--- src/rtl/top_entity.sv ---
// top_entity: two-level controller. A low-level stage counter (0..3) divides
// time into HLC cycles; at each HLC tick the latest input event and the
// schedule for streams b, c and d are latched, and the streams are then
// evaluated one per low-level stage so all results are valid in stage 3.
module top_entity (
  input  logic               clk,
  input  logic               rst,
  input  logic               en,
  input  logic signed [63:0] input_a,
  input  logic               new_input,
  output logic               hlc_clock,
  output logic signed [63:0] hlc_a,
  output logic               hlc_enB,
  output logic               hlc_enC,
  output logic               hlc_enD,
  output logic signed [63:0] llc_stage,
  output logic signed [63:0] output_b,
  output logic               output_b_aktv,
  output logic signed [63:0] output_c,
  output logic               output_c_aktv,
  output logic signed [63:0] output_d,
  output logic               output_d_aktv
);

  logic [1:0]         stage_reg;
  logic [63:0]        hc_reg;
  logic               pend_flag_reg;
  logic signed [63:0] pend_val_reg;
  logic               tick;

  // The tick is the enabled edge that leaves stage 3 and closes an HLC cycle.
  assign tick      = en && (stage_reg == 2'd3);
  assign llc_stage = {62'd0, stage_reg};

  // Stage counter, HLC counter and the values latched at each tick.
  always_ff @(posedge clk) begin
    if (!rst) begin
      stage_reg <= 2'd0;
      hc_reg    <= 64'd0;
      hlc_clock <= 1'b0;
      hlc_a     <= 64'sd0;
      hlc_enB   <= 1'b0;
      hlc_enC   <= 1'b0;
      hlc_enD   <= 1'b0;
    end else begin
      hlc_clock <= tick;
      if (en) begin
        stage_reg <= stage_reg + 2'd1;
      end
      if (tick) begin
        // hlc_a keeps its old value when no event arrived in the closing cycle.
        if (pend_flag_reg) begin
          hlc_a <= pend_val_reg;
        end
        hlc_enB <= pend_flag_reg;
        hlc_enC <= hc_reg[0];
        hlc_enD <= (hc_reg[1:0] == 2'b11);
        hc_reg  <= hc_reg + 64'd1;
      end
    end
  end

  // Pending event capture: last event in a cycle wins; an event on the tick
  // edge itself seeds the next cycle instead of being dropped by the clear.
  always_ff @(posedge clk) begin
    if (!rst) begin
      pend_flag_reg <= 1'b0;
      pend_val_reg  <= 64'sd0;
    end else if (en) begin
      if (tick) begin
        pend_flag_reg <= new_input;
      end else if (new_input) begin
        pend_flag_reg <= 1'b1;
      end
      if (new_input) begin
        pend_val_reg <= input_a;
      end
    end
  end

  // Stream evaluation, one stream per stage; unscheduled streams hold.
  always_ff @(posedge clk) begin
    if (!rst) begin
      output_b      <= 64'sd0;
      output_b_aktv <= 1'b0;
      output_c      <= 64'sd0;
      output_c_aktv <= 1'b0;
      output_d      <= 64'sd0;
      output_d_aktv <= 1'b0;
    end else if (en) begin
      case (stage_reg)
        2'd0: begin
          if (hlc_enB) begin
            output_b      <= hlc_a + 64'sd1;
            output_b_aktv <= 1'b1;
          end
        end
        2'd1: begin
          if (hlc_enC) begin
            output_c      <= output_c + output_b;
            output_c_aktv <= 1'b1;
          end
        end
        2'd2: begin
          if (hlc_enD) begin
            output_d      <= output_d + output_c;
            output_d_aktv <= 1'b1;
          end
        end
        default: begin
          // Leaving stage 3 is the tick: flags drop so the next cycle starts clean.
          output_b_aktv <= 1'b0;
          output_c_aktv <= 1'b0;
          output_d_aktv <= 1'b0;
        end
      endcase
    end
  end

endmodule

--- config.mk ---
export PLATFORM = sky130hd
export DESIGN_NAME = top_entity
export DESIGN_NICKNAME = d
export VERILOG_FILES = /design/src/rtl/top_entity.sv
export SDC_FILE = /design/constraint.sdc
export NUM_CORES = 1
export LEC_CHECK = 0
export CORE_ASPECT_RATIO = 1.5
export CORE_MARGIN = 1.5
export CORE_UTILIZATION = 54
export CTS_CLUSTER_SIZE = 30
export DETAILED_ROUTE_END_ITERATION = 8
export GPL_ROUTABILITY_DRIVEN = 1
export PLACE_DENSITY = 0.89
export SYNTH_ARGS = -nofsm -noshare
export SYNTH_HDL_FRONTEND = slang
export SYNTH_SLANG_ARGS = --single-unit
--- constraint.sdc ---
create_clock -name clk -period 3.4 [get_ports clk]
set_clock_uncertainty 0.05 [all_clocks]
set_input_delay 0.51 -clock clk [delete_from_list [all_inputs] [get_ports clk]]
set_output_delay 0.51 -clock clk [all_outputs]
set_load 0.02 [all_outputs]
Yosys cells after proc, flatten, opt, wreduce, memory -nomap -nowiden
Cells that the tools add are included.
{"block": "totals", "ff_bits": 394, "in_bits": 68, "out_inout_bits": 327, "word_cells": 53}
{"block": "classes", "addsub": 5, "n_eq_ne": 7, "mux": 8, "bitwise_logic": 3, "n_reduce_logical": 15}
{"cell": "$add A64 B64 Y64", "count": 2}
{"cell": "$add A64 B1 Y64 const B", "count": 1}
{"cell": "$add A64 B2 Y64 const B", "count": 1}
{"cell": "$reduce_and A3 Y1", "count": 6}
{"cell": "$eq A2 B2 Y1 const B", "count": 3}
{"cell": "$ne A2 B2 Y1 const B", "count": 3}
{"cell": "$pmux W1 S2", "count": 3}
{"cell": "$reduce_and A2 Y1", "count": 3}
{"cell": "$reduce_or A2 Y1", "count": 3}
{"cell": "$mux W1", "count": 5}
{"cell": "$not A1 Y1", "count": 3}
{"cell": "$add A2 B1 Y2 const B", "count": 1}
{"cell": "$eq A2 B1 Y1 const B", "count": 1}
{"cell": "$logic_not A2 Y1", "count": 1}
{"cell": "$reduce_bool A2 Y1", "count": 1}
{"cell": "$logic_and A1 B1 Y1", "count": 1}

Depth between registers and ports, before layout
Gate-level depths: netlist of run 1.
{"block": "depth", "word_depth": 4, "ltp_mapped": 12, "ltp_nobuf": 12}

Worst setup path before layout of run 1
OpenSTA, ideal clock, no wires.
{"block": "synth_timing", "path_kind": "flip-flop to flip-flop", "from": "register output_c[0]", "to": "register output_d[60]", "setup_time_ps": 125, "arrival_ps": 3047, "required_ps": 3225, "setup_slack_ps": 178, "stages_incl_launch_ff": 13, "n_path_buf": 0, "period_less_slack_ps": 3222, "cell_sequence": "dfxtp_1 ha_1 fa_1 a211o_1 o211ai_1 a21oi_1 o311a_1 a21oi_1 o2111a_1 o41ai_2 a211oi_1 xor2_1 o21ai_1"}
{"block": "synth_between", "elab_chain_cells": 1}
{"item": "from (decl)", "line_no": "19", "text": "output logic signed [63:0] output_c,"}
{"item": "from (signal assigned)", "line_no": "100", "text": "output_c <= output_c + output_b;"}
{"item": "$add A64 B64 Y64", "line_no": "106", "text": "output_d <= output_d + output_c;"}
{"item": "to (signal assigned)", "line_no": "106"}
{"item": "to (decl)", "line_no": "21", "text": "output logic signed [63:0] output_d,"}
No other way between the ends.
A chain may end at the register's enable or synchronous reset.

Worst setup path after layout of run 1
{"block": "layout_timing", "from": "register output_c[19]", "to": "register output_d[62]"}
Same word-level chain as after synthesis.

==> results of run 1 <==
==> routing by layer <==
layer	routed length, um	GRT usage [%]	up-vias
li1	-	-	10027
met1	27200	39.4	9788
met2	33800	58.1	857
met3	4650	5.53	232
met4	4590	19.7	0
met5	0	0	-
==> power by group <==
part	internal, uW	switching (uW)	total (uW)
clock network	2400	1670	4070
registers	3930	26.0	3950
logic	142	211	353
==> kinds of logic (layout without fill, tap and decap cells) <==
family	after synthesis	after routing	synth area share, %
AO/OA/AOI/OAI	817	817	26.0
XOR/XNOR	156	156	6.46
adder cells (fa/ha/maj)	134	134	8.00
buffers and inverters	276	525	6.08
flip-flops	332	332	31.4
multiplexers	4	4	0.195
other	1	62	0.0177
AND/OR/NAND/NOR	992	992	21.8
==> critical path, delay by kind of cell, from the launching register on <==
kind                     cells  cell delay [ns]
AO/OA/AOI/OAI                9             2.31
flip-flops                   1             0.39
adder cells (fa/ha/maj)      1             0.35
AND/OR/NAND/NOR              1             0.08
==> how the worst max path moves through the flow <==
stage | end | depth (start not counted) | slack (ns) | start
6_report | output_d[62]$_SDFFE_PN0P_ | 11 | 0.10 | output_c[19]$_SDFFE_PN0P_
3_5_place_dp | output_d[57]$_SDFFE_PN0P_ | 12 | -0.14 | output_c[1]$_SDFFE_PN0P_
3_3_place_gp | output_d[57]$_SDFFE_PN0P_ | 12 | -0.16 | output_c[1]$_SDFFE_PN0P_
4_1_cts | output_d[61]$_SDFFE_PN0P_ | 11 | 0.0006 | output_d[12]$_SDFFE_PN0P_
2_1_floorplan | output_d[60]$_SDFFE_PN0P_ | 12 | 0.18 | output_c[0]$_SDFFE_PN0P_
5_1_grt | output_d[62]$_SDFFE_PN0P_ | 12 | -0.06 | output_c[0]$_SDFFE_PN0P_
==> what timing repair did <==
item / 4_1_cts / 5_1_grt
pin swaps: 3 / 16
buffers inserted: 1 / 5
resized for setup: 8 / 46
endpoints found under the hold margin: 0 / 0
endpoints found under the setup margin: 6 / 44
==> stage by stage <==
step	hold slack (ns)	worst slack [ns]	instances
6_report	0.339	0.104	3517
5_1_grt	0.366	-0.0620	3517
4_1_cts	0.341	0.000604	3513
3_5_place_dp	0.407	-0.145	3452
3_3_place_gp	0.397	-0.158	3452
2_1_floorplan	0.391	0.178	2773
==> cells in the mapped netlist, types with 6 or more instances <==
cell type	count	area (sq um)
o21ai_1	11	55.1
nand3b_1	6	45.0
a31oi_1	19	119
a21boi_0	148	1110
nor3_1	33	165
inv_1	46	173
o31ai_1	9	67.6
xor2_1	78	683
and3_1	24	150
nand3_1	69	345
nand2_1	535	2010
and4_1	8	70.1
o21a_1	15	113
a21oi_1	165	826
or3_1	21	131
nor2b_1	20	125
o21ai_0	192	961
nand4_1	64	400
clkbuf_1	144	541
ha_1	132	1650
nand2b_1	16	100
nor2_1	83	312
buf_4	64	480
a21o_1	87	653
a2111oi_0	6	52.6
and2_1	80	500
a221o_1	6	60.1
buf_2	8	40.0
o21bai_1	23	173
xnor2_1	78	683
nor4_1	8	50.1
dfxtp_1	332	6650
a211oi_1	15	113
o211ai_1	14	105
o211a_1	58	581
buf_1	14	52.6
==> area by class of cell <==
| cell class | count | area (sq um) |
|---|---|---|
| flip-flops and latches | 332 | 6660 |
| well taps | 495 | 619 |
| clock inverters | 14 | 220 |
| repair buffers | 419 | 4040 |
| clock buffers | 46 | 998 |
| multi-input cells | 2165 | 13700 |
| fillers | 3176 | 12200 |
| inverters | 46 | 173 |
==> impl_results.rst, run 1 <==
.. list-table::
   :header-rows: 1

   * - Metric
     - Value
   * - Register-to-Register Path Depth
     - 11
   * - Ports
     - ~400
   * - Clock transition time at the flip-flop clock pins of the worst setup and hold paths
     - 0.07 ns
   * - Max-cap violations
     - 0
   * - Clock tree from TritonCTS
     - done
   * - Initial Utilization
     - roughly 55%
   * - Overall die width
     - 165 um
   * - Post-synthesis cell count
     - 2712
   * - Site Rows
     - ~90
   * - Clock buffers created by TritonCTS
     - 35
   * - Worst-path cell chain
     - ha_2 > a21o_1 > a21o_1 > a2111o_1 > a41oi_2 > a2111oi_4 > o211ai_1 > o211ai_1 > a311oi_2 > nor3_1 > a221o_1
   * - Number of nets in the layout
     - 3201
   * - Peak Freq
     - 303 MHz
   * - Post-DR wirelength/cell
     - 20.0 um
   * - Count of endpoints failing setup in the final report
     - 0
   * - Maximum resistive drop on vdd
     - 0.492 mV
   * - Pwr per Cell Area
     - 317 mW/mm^2
   * - Core Region
     - 0.0385 sq mm
   * - Avg Synthesized Cell Area
     - 7.80 sq um
   * - Critical Path Max Stage Delay
     - roughly 0.42 ns
   * - Status
     - finished, final reports clean
   * - Class of the worst hold path
     - input pin to flip-flop
   * - Largest net degree at the start of global routing
     - 95
   * - Kind of end point of the critical path
     - flip-flop
   * - Clock latency on the worst-skew pair
     - 0.55 ns
   * - Min Clock Period, post-route
     - 3.30 ns
   * - Reg-to-reg critical path startpoint
     - output_c[19]$_SDFFE_PN0P_
   * - DIE HEIGHT
     - 245 um
   * - Num Clock Sinks
     - 332
   * - Hold worst-path end
     - output_b[62]$_SDFFE_PN0P_
   * - Number of distinct library cell variants in the gate-level netlist after synthesis
     - 81
   * - DRC Markers
     - 0
   * - DRT antenna net count
     - 0
   * - Power Total
     - around 8400 uW
   * - Final Hold Vio Count
     - 0
   * - Share of flip-flops with an asynchronous set or reset
     - 0%
   * - Yosys synthesis warning count
     - 0
   * - Global-route total usage across every layer
     - 33.9%
   * - Hold Startpoint
     - rst
   * - First-pass iteration count of the detailed router
     - 5
   * - Arrival time of data at the critical path endpoint
     - 3.67 ns
   * - Die area
     - 0.0404 sq mm
   * - Number of DRC markers after the initial detailed-route iteration
     - 1366
   * - Final HPWL from detailed placement
     - 54.0 mm
   * - RSZ-0062 raised after global routing
     - yes
   * - R2r setup slk
     - 0.10 ns
   * - Routed Wire Length
     - between 70 and 80 mm
   * - Total global routing overflow
     - 0
   * - Hold path cells
     - 3
   * - # hold bufs at CTS
     - 0
   * - Crit-path slowest cell
     - a2111o_1
   * - Main flop type after synthesis
     - dfxtp_1
   * - Instance area after placement
     - ~0.025 sq mm
   * - Fraction of final layout cells with drive strength greater than 1
     - slightly above 7%
   * - Finished Cell Area
     - 0.0264 sq mm
   * - Portion of the post-synthesis area used by sequential elements
     - 31.4%
   * - Number of global-route vias before repair
     - ~20000
   * - Capture point of the worst reg-to-reg path
     - output_d[62]$_SDFFE_PN0P_
   * - Most common cell after layout, fill and taps aside
     - nand2_1
   * - Most frequent cells in the layout
     - nand2_1 (534), clkdlybuf4s50_1 (331), dfxtp_1 (327)
   * - Number of antenna cells inserted
     - 0
   * - Total standard cell area after synthesis
     - 0.0211 sq mm
   * - Core utilization of the finished layout
     - 68.5%
   * - Number of antenna violations at the first check in global routing
     - 0
   * - Number of enable flip-flop cells after synthesis
     - 0
   * - Ratio of routed vias to standard cells
     - 5.94
   * - Clock Root Buffer
     - clkbuf_16
   * - Area growth from synthesis to final layout
     - 24.8%
   * - Category of the critical setup timing path
     - flip-flop to flip-flop
   * - Normalized max-slew margin
     - 43.7%
   * - Total via count in the routed design
     - 20904
   * - Part of the cycle the worst path needs
     - 96.9%
   * - Weighted congestion reported at the end of routability-driven placement
     - 0.976
   * - Critical Path Source Type
     - flip-flop
   * - Buffers added on ports
     - 332
   * - CP required
     - 3.78 ns
   * - Leakage power
     - 0.0110 uW
   * - Least-Margin Pin Slew
     - 0.845 ns
   * - First-pass GRT wire length
     - 109 mm
   * - Number of max-slew violations in the final report
     - 0
   * - Setup_tns
     - 0 ns
   * - Largest fanout on the critical path
     - 8
   * - Number of synthesized register bits
     - ~330
   * - Maximum level of the CTS H-tree
     - 2
   * - Maximum buffer depth of the clock tree
     - 3
(Power assumes the default switching activity.)
==> inputs of run 2 (changes only) <==
- CORE_UTILIZATION: 54 -> 55
- CTS_BUF_LIST: not set -> sky130_fd_sc_hd__clkbuf_8
- HOLD_SLACK_MARGIN: not set -> 0.08
- PLACE_DENSITY: 0.89 -> 0.91
- clock period: 3.4 -> 3.1 ns (I/O delays scaled with it)
==> run 2 against run 1 <==
  * The flow now finishes with violations (negative setup slack)
  * Maximum frequency grew 3.2%
  * Power grew 0.40%
  * Sequential power grew 9.6%
==> impl_results.rst, run 2 (synthesis results as in run 1) <==
.. list-table::
   :header-rows: 1

   * - Metric
     - Value
   * - Class of the worst hold path
     - input pin to flip-flop
   * - Area growth from synthesis to final layout
     - 35.7%
   * - Clock Root Buffer
     - clkbuf_8
   * - Number of antenna violations at the first check in global routing
     - 1
   * - Leakage power
     - 0.0122 uW
   * - DIE HEIGHT
     - 243 um
   * - Final Hold Vio Count
     - 0
   * - Max-cap violations
     - 0
   * - Global-route total usage across every layer
     - 35.6%
   * - Overall die width
     - 163 um
   * - Largest net degree at the start of global routing
     - between 100 and 150
   * - Area of the multi-input gates
     - 0.0145 sq mm
   * - Num Clock Sinks
     - 332
   * - Final HPWL from detailed placement
     - roughly 55 mm
   * - Maximum buffer depth of the clock tree
     - 3
   * - Normalized max-slew margin
     - between 30% and 40%
   * - Category of the critical setup timing path
     - flip-flop to flip-flop
   * - Cell Count Post-Placement
     - 3638
   * - CP required
     - 3.55 ns
   * - Violated checks
     - negative setup slack
   * - Number of nets in the layout
     - 3433
   * - Least-Margin Pin Slew
     - roughly 0.96 ns
   * - Post-Layout Cell Count
     - approximately 3800
   * - Largest fanout on the critical path
     - 3
   * - Maximum resistive drop on vdd
     - 0.397 mV
   * - Ratio of routed vias to standard cells
     - 5.95
   * - Kind of end point of the critical path
     - flip-flop
   * - Routed Wire Length
     - approximately 74 mm
   * - Buffers added on ports
     - 332
   * - Number of global-route vias before repair
     - 21238
   * - Post-route worst hold slack
     - 0.248 ns
   * - DRT antenna net count
     - 0
   * - Count of endpoints failing setup in the final report
     - 7
   * - Total of fill cells in the finished design
     - approximately 2700
   * - Total global routing overflow
     - 0
   * - DRC Markers
     - 0
   * - Status
     - complete, but fails checks
   * - Power Total
     - 8410 uW
   * - Peak Freq
     - 313 MHz
   * - Most common cell after layout, fill and taps aside
     - nand2_1
   * - First-pass GRT wire length
     - 113 mm
   * - Arrival time of data at the critical path endpoint
     - 3.64 ns
   * - Area occupied by registers
     - 0.00670 sq mm
   * - Initial Utilization
     - between 50% and 60%
   * - Maximum level of the CTS H-tree
     - 2
   * - Core Region
     - ~0.038 sq mm
   * - Fraction of final layout cells with drive strength greater than 1
     - 17.5%
   * - Ports
     - 395
   * - Post-DR wirelength/cell
     - 19.8 um
   * - Clock latency on the worst-skew pair
     - 0.62 ns
   * - Min Clock Period, post-route
     - 3.19 ns
   * - Most frequent cells in the layout
     - nand2_1 (531), clkdlybuf4s50_1 (331), dfxtp_1 (307)
   * - Setup_tns
     - -0.310 ns
   * - Pwr per Cell Area
     - 293 mW/mm^2
   * - RSZ-0062 raised after global routing
     - yes
   * - Critical Path Source Type
     - flip-flop
   * - Part of the cycle the worst path needs
     - 103%
   * - Total via count in the routed design
     - 22363
   * - Clock buffers created by TritonCTS
     - 50
   * - # hold bufs at CTS
     - 0
   * - Site Rows
     - 87
   * - Weighted congestion reported at the end of routability-driven placement
     - 0.993
   * - First-pass iteration count of the detailed router
     - 7
   * - Number of DRC markers after the initial detailed-route iteration
     - 1689
   * - Minimum setup slack after placement
     - -0.295 ns
   * - Number of max-slew violations in the final report
     - 0
   * - Clock tree from TritonCTS
     - done
   * - Minimum setup slack in the final design
     - -0.0929 ns
   * - Clock transition time at the flip-flop clock pins of the worst setup and hold paths
     - 0.06 ns
   * - Die area
     - 0.0396 sq mm
run 2: changes by cell type in the layout (fill, tap and decap cells not counted), sizes merged:
cell      change
clkinvlp      -3
diode         +1
clkbuf       +20
inv          +13
buf         +217
clkinv        +2
bufinv        -4
run 2: power breakdown:
group          leakage [uW]  switching [uW]  total, uW  internal (uW)
sequential          0.00270            28.7       4330           4300
clock              0.000577            1780       3680           1910
combinational       0.00891             238        396            157
run 2: cell type report:
| cell class | instances | area share, % |
|---|---|---|
| tap | 489 | 2.13 |
| antenna | 1 | 0.00872 |
| clock inverter | 22 | 0.375 |
| timing repair buffer | 636 | 19.9 |
| inverter | 46 | 0.602 |
| sequential | 332 | 23.4 |
| multi-input combinational | 2165 | 50.4 |
| clock buffer | 66 | 3.17 |
run 2: per-layer routing:
| metal | part of all wire, % | GRT usage, % | vias up | wire (um) |
|---|---|---|---|---|
| met1 | 37 | 40.9 | 10481 | 27700 |
| met5 | 0 | 0 | - | 0 |
| met3 | 7.5 | 5.83 | 300 | 5540 |
| met2 | 48 | 60.8 | 1069 | 35800 |
| li1 | - | - | 10513 | - |
| met4 | 7.0 | 22.4 | 0 | 5200 |
run 2: path summary, 6_finish.rpt:
kind | start | endpoint | slack [ns] | cells past startpoint
worst max-delay path | output_c[16]$_SDFFE_PN0P_ | output_d[61]$_SDFFE_PN0P_ | -0.09 | 12
worst min-delay path | rst | output_d[35]$_SDFFE_PN0P_ | 0.25 | 2
worst min register to register | pend_val_reg[56]$_SDFFE_PN0P_ | hlc_a[56]$_SDFFE_PN0P_ | 0.41 | 2
worst max register to register | output_c[16]$_SDFFE_PN0P_ | output_d[61]$_SDFFE_PN0P_ | -0.09 | 12
run 2: timing repair:
action,in CTS,in global routing
endpoints found under the hold margin,0,0
gates resized for setup,50,180
setup endpoints to repair,48,78
buffers inserted,8,23
pin swaps,21,53
run 2: worst max-delay path: stages (launching register included):
cell	delay (ns)
dfxtp_4	0.36
ha_4	0.28
buf_6	0.10
nand2_2	0.05
or3_4	0.39
a2111oi_4	0.34
buf_4	0.20
a211oi_2	0.05
o21ai_2	0.23
a211oi_2	0.15
o41ai_2	0.49
mux2i_1	0.13
a311o_1	0.27
run 2: per-stage QoR:
step | area [sq um] | util [%]
6_report | 28700 | 76.0
5_1_grt | 28700 | 76.0
4_1_cts | 27600 | 73.2
3_5_place_dp | 26400 | 69.8
3_3_place_gp | 26400 | 69.8
2_1_floorplan | 21400 | -
==> RTL change 1 (settings of run 1) <==
Register the output `llc_stage`, without a reset; this adds one clock of latency there. The other outputs are not delayed to match.
--- a/src/rtl/top_entity.sv
+++ b/src/rtl/top_entity.sv
@@ -32,3 +32,5 @@
   assign tick      = en && (stage_reg == 2'd3);
-  assign llc_stage = {62'd0, stage_reg};
+  always_ff @(posedge clk) begin
+    llc_stage <= {62'd0, stage_reg};
+  end
 
Behaviour: not the same (a bounded check fails within 4 cycles, from zero or initial values and one cycle with rst low).
==> RTL change 1 against run 1 <==
Synthesized area is 5.2% lower. Critical endpoint is now output_d[63]$_SDFFE_PN0P_. Cell area decreased by 0.60%. Largest cell class unchanged. Via count is 1.3% higher. Worst setup slack worse by 0.018 ns. Sequential cell count grew 2. Total power decreased by 3.2%. Routed wire length shrank 1.8%. Die area shrank 5.1%. Critical path type unchanged. Highest routed layer unchanged.
==> RTL change 1: results (changes against run 1) <==
metric,value,unit,change
VDD IR max,0.0004207,V,-15%
number of buffers created by CTS,31,,-11%
# fillers,2926,,-7.9%
largest net degree at the start of global routing,123,,+29%
share of cells above drive strength 1,0.1149,,+0.04208
Total Wirelength,68.99,mm,-1.8%
"top cells by area, synth","dfxtp_1, nand2_1, a21oi_1, ha_1, xnor2_1",,
initial DRC count,1594,,+17%
first-pass GRT wire length,106.6,mm,-1.9%
hold_sp,stage_reg[1]$_SDFFE_PN0P_,,
wire length per cell,19.25,µm,-3.6%
Antenna Cells,0,,unchanged
Worst path slowest cell,a2111oi_4,,
vias per inst,5.908,,-0.60%
CTS H-tree depth,1,,-1
reg2reg setup slack,0.09,ns,-0.02 ns
Hold Crit Class,reg2reg,,
r2r startpoint,output_c[1]$_SDFFE_PN0P_,,
outcome,completed,,
Slew HR,0.4788,,+0.04204
Inst Count DP,3519,,+1.9%
Reg2Reg Depth,15,,+4
Post-synth top cells,"nand2_1, a21oi_1, dfxtp_1",,
crit path capture,output_d[63]$_SDFFE_PN0P_,,
Post-Syn Instances,2666,,-1.7%
part of the Yosys area used for sequential elements,0.3336,,+0.01919
crit path DAT,3.74,ns,+0.07 ns
DR pass1 iterations,5,,unchanged
Synth cell types,72,,-11%
Area after DPL,0.02474,mm²,-0.67%
critical-path maximum fanout,3,,-5
number of global-route vias before repair,20046,,-1.1%
CP max stage delay,0.53,ns,+0.11 ns
detailed-placement wirelength estimate,52.84,mm,-2.1%
number of port buffers,332,,unchanged
post-synthesis async set-or-reset flop share,0,,unchanged
GRT Overall Usage,0.3458,,+0.006816
worst skew pair latency,0.59,ns,+0.04 ns
Lkg Pwr,10.42,nW,-5.2%
gpl congestion,0.9863,,+1.0%
critical setup path kind,reg2reg,,
initial antenna violation count,1,,+1
Final #Nets,3278,,+2.4%
[RTL change 1: per-layer routing]
metal  global-route usage  share of wire  wire (µm)
met2               0.6024           0.48      33340
met5                    0              0          0
met3              0.03990          0.068       4678
met4               0.2079          0.066       4544
met1               0.4075           0.38      26430
[RTL change 1: through the flow]
stage / hold WS [ns] / worst slack [ns] / setup TNS (ns) / power [mW]
after global routing: 0.3775 / -0.04745 / -0.1160 / 8.317
after detailed placement: 0.3504 / -0.4261 / -1.732 / 4.408
after CTS: 0.3644 / -0.01504 / -0.01504 / 8.128
final: 0.3695 / 0.08556 / 0 / 8.103
after global placement: 0.3418 / -0.5249 / -1.705 / 4.398
after floorplan: 0.3317 / 0.01038 / 0 / 4.318
[RTL change 1: power by group]
part	switching, mW	internal [mW]	total [mW]	leakage, nW
clock	1.61	2.17	3.78	0.519
combinational	0.223	0.124	0.347	7.20
sequential	0.0278	3.95	3.98	2.71
total	1.86	6.24	8.10	10.4
[RTL change 1: worst min path at each step]
stage          depth (start not counted)              endpoint  slack (ns)
2_1_floorplan                          0  llc_stage[1]$_DFF_P_        0.33
3_3_place_gp                           0  llc_stage[1]$_DFF_P_        0.34
3_5_place_dp                           0  llc_stage[1]$_DFF_P_        0.35
4_1_cts                                0  llc_stage[1]$_DFF_P_        0.36
5_1_grt                                0  llc_stage[1]$_DFF_P_        0.38
6_report                               0  llc_stage[1]$_DFF_P_        0.37
[RTL change 1: kinds of logic (layout without fill, tap and decap cells)]
group	count (synthesis)	count (layout)	share of synthesized area
and+or+nand+nor	980	980	0.2107
AOI/OAI and AO/OA	779	779	0.2330
DFF	334	334	0.3336
buffers and inverters	261	633	0.06055
xor gates and xnor gates	174	174	0.07603
adders and majority gates	134	134	0.08439
muxes	3	3	0.001498
other	1	62	0.0001871
[RTL change 1: area by class of cell]
class | instances | area [µm²] | share of cell area
clock buffer | 37 | 848.3 | 0.03235
clock inverter | 19 | 252.7 | 0.009637
inverter | 42 | 165.2 | 0.006297
multi-input combinational | 2132 | 12730 | 0.4853
sequential | 334 | 6704 | 0.2556
tap | 484 | 605.6 | 0.02309
timing repair buffer | 535 | 4922 | 0.1877
[RTL change 1: what timing repair did]
item / 4_1_cts / 5_1_grt
endpoints found under the setup margin: 12 / 29
resized for setup: 13 / 68
buffers inserted: 1 / 8
pin swaps: 7 / 26
==> RTL change 2 (settings of run 1) <==
Made on the original files. Make the reset (`rst`) asynchronous in 3 clocked blocks.
--- a/src/rtl/top_entity.sv
+++ b/src/rtl/top_entity.sv
@@ -35,3 +35,3 @@
   // Stage counter, HLC counter and the values latched at each tick.
-  always_ff @(posedge clk) begin
+  always_ff @(posedge clk or negedge rst) begin
     if (!rst) begin
@@ -64,3 +64,3 @@
   // edge itself seeds the next cycle instead of being dropped by the clear.
-  always_ff @(posedge clk) begin
+  always_ff @(posedge clk or negedge rst) begin
     if (!rst) begin
@@ -81,3 +81,3 @@
   // Stream evaluation, one stream per stage; unscheduled streams hold.
-  always_ff @(posedge clk) begin
+  always_ff @(posedge clk or negedge rst) begin
     if (!rst) begin
Formal check against the unedited RTL: differs if rst is asserted again (counterexample within 4 cycles, from zero or initial values and one cycle with rst low); with rst held inactive, the same outputs for 4 cycles.
==> RTL change 2 against run 1 <==
Sequential cell count unchanged. Critical path depth increased by 3. Worst setup slack worse by 0.13 ns. The run now ends with negative setup slack left. Synthesized area is 2.0% lower. Routed wire length fell by 7.1%. Fmax fell by 3.7%. Cell area shrank 0.24%. Critical endpoint is now output_d[63]$_DFFE_PN0P_.
Power is left out: it rests on default switching activity, and per cell area and clock period it moved more than threefold.
==> RTL change 2: results (changes against run 1) <==
metric,value,unit,change
worst skew pair latency,0.54,ns,
Hold Path End,output_d[63]$_DFFE_PN0P_,,
CTS H-tree depth,2,,unchanged
Clock Path Buffers,3,,unchanged
Inst Count DP,3026,,-12%
smallest hold slack,0.4319,ns,+0.09294 ns
Layout Cells excl Fill,3096,,-12%
# fillers,2883,,-9.2%
first-pass GRT wire length,101.1,mm,-7.0%
syn_area_per_cell,9.367,µm²,+20%
"Worst Setup Slack, final",-0.02286,ns,-0.1269 ns
failing checks,negative setup slack,,
part of the Yosys area used for sequential elements,0.4012,,+0.08677
crit path DAT,3.77,ns,+0.10 ns
hold_sp,output_d[63]$_DFFE_PN0P_,,
Most used DFF post-synth,dfrtp_1,,
initial DRC count,1279,,-6.4%
share of cells above drive strength 1,0.1400,,+0.06721
hold path depth,1,,-2
Post-synth top cells,"dfrtp_1, nand2_1, o21ai_0",,
Synth Area in XOR/XNOR,0.07824,,+0.01361
Synth cell types,80,,-1.2%
multiplexer share of the synthesized area,0.07655,,+0.07459
Synth Area in Adders,0.08168,,+0.001663
largest net degree at the start of global routing,98,,+3.2%
Hold Crit Class,reg2reg,,
Area after DPL,0.02489,mm²,about the same
Worst Setup SP,output_d[2]$_DFFE_PN0P_,,
area of the multi-input gates,0.01190,mm²,-13%
Final #Nets,2785,,-13%
"top cells by area, synth","dfrtp_1, ha_1, mux2_2, nand2_1, o21ai_0",,
GRT Overall Usage,0.3260,,-0.01295
gpl congestion,0.9962,,+2.1%
Reg2Reg Depth,14,,+3
vias per inst,5.884,,-1.0%
Slew HR,0.5902,,+0.1534
detailed-placement wirelength estimate,49.65,mm,-8.0%
post-synthesis async set-or-reset flop share,1.000,,+1.000
outcome,"complete, but fails checks",,
Syn. warnings,0,,unchanged
number of buffers created by CTS,35,,unchanged
"Setup violations, final",2,,+2
critical-path maximum fanout,3,,-5
DR pass1 iterations,5,,unchanged
end of the worst register-to-register path,output_d[63]$_DFFE_PN0P_,,
number of global-route vias before repair,18159,,-10%
Compound-Gate Fraction of Synth Area,0.1789,,-0.08064
Total Wirelength,65.24,mm,-7.1%
number of port buffers,332,,unchanged
-- RTL change 2: cells by family (layout without fill, tap and decap cells) --
logic type / after synthesis / after routing
mux: 141 / 141
other cells: 1 / 62
simple gates: 615 / 615
compound gates: 607 / 607
fa+ha+maj: 134 / 134
buf+inv: 196 / 531
xor+xnor: 185 / 185
flops: 332 / 332
-- RTL change 2: layer usage --
| metal | track usage | up-vias | wire, µm |
|---|---|---|---|
| met2 | 0.5569 | 761 | 31930 |
| met4 | 0.1945 | 0 | 4719 |
| met1 | 0.3807 | 8753 | 24300 |
| li1 | - | 8468 | - |
| met5 | 0 | - | 0 |
| met3 | 0.05417 | 235 | 4297 |
-- RTL change 2: final cells by class --
| class | count | share of cell area |
|---|---|---|
| timing repair buffer | 439 | 0.1609 |
| inverter | 31 | 0.004421 |
| clock buffer | 50 | 0.03846 |
| clock inverter | 11 | 0.005134 |
| sequential | 332 | 0.3156 |
| tap | 489 | 0.02324 |
| multi-input combinational | 1744 | 0.4523 |
-- RTL change 2: critical path: stages (launching register included) --
cell     delay [ns]
dfrtp_1        0.43
ha_4           0.30
buf_4          0.12
nor2_1         0.06
o31ai_4        0.33
o31ai_4        0.13
o41ai_4        0.43
o21ai_2        0.19
o41ai_4        0.46
buf_4          0.20
a21oi_4        0.08
o21ai_2        0.14
xnor2_1        0.13
nor2_1         0.06
xor2_1         0.16
-- RTL change 2: metrics by stage --
step	setup WS [ns]	setup TNS, ns
finish	-0.02286	-0.02438
detailed placement	-0.07525	-0.1918
global route	-0.1075	-0.5143
global placement	0.03967	0
floorplan	0.1560	0
CTS	0.005382	0
-- RTL change 2: repair_timing --
action | CTS | global route
setup buffers | 1 | 9
pin swaps | 2 | 21
hold buffers | 1 | 0
gates resized for setup | 3 | 43
hold endpoints to repair | 76 | 0
endpoints found under the setup margin | 8 | 33
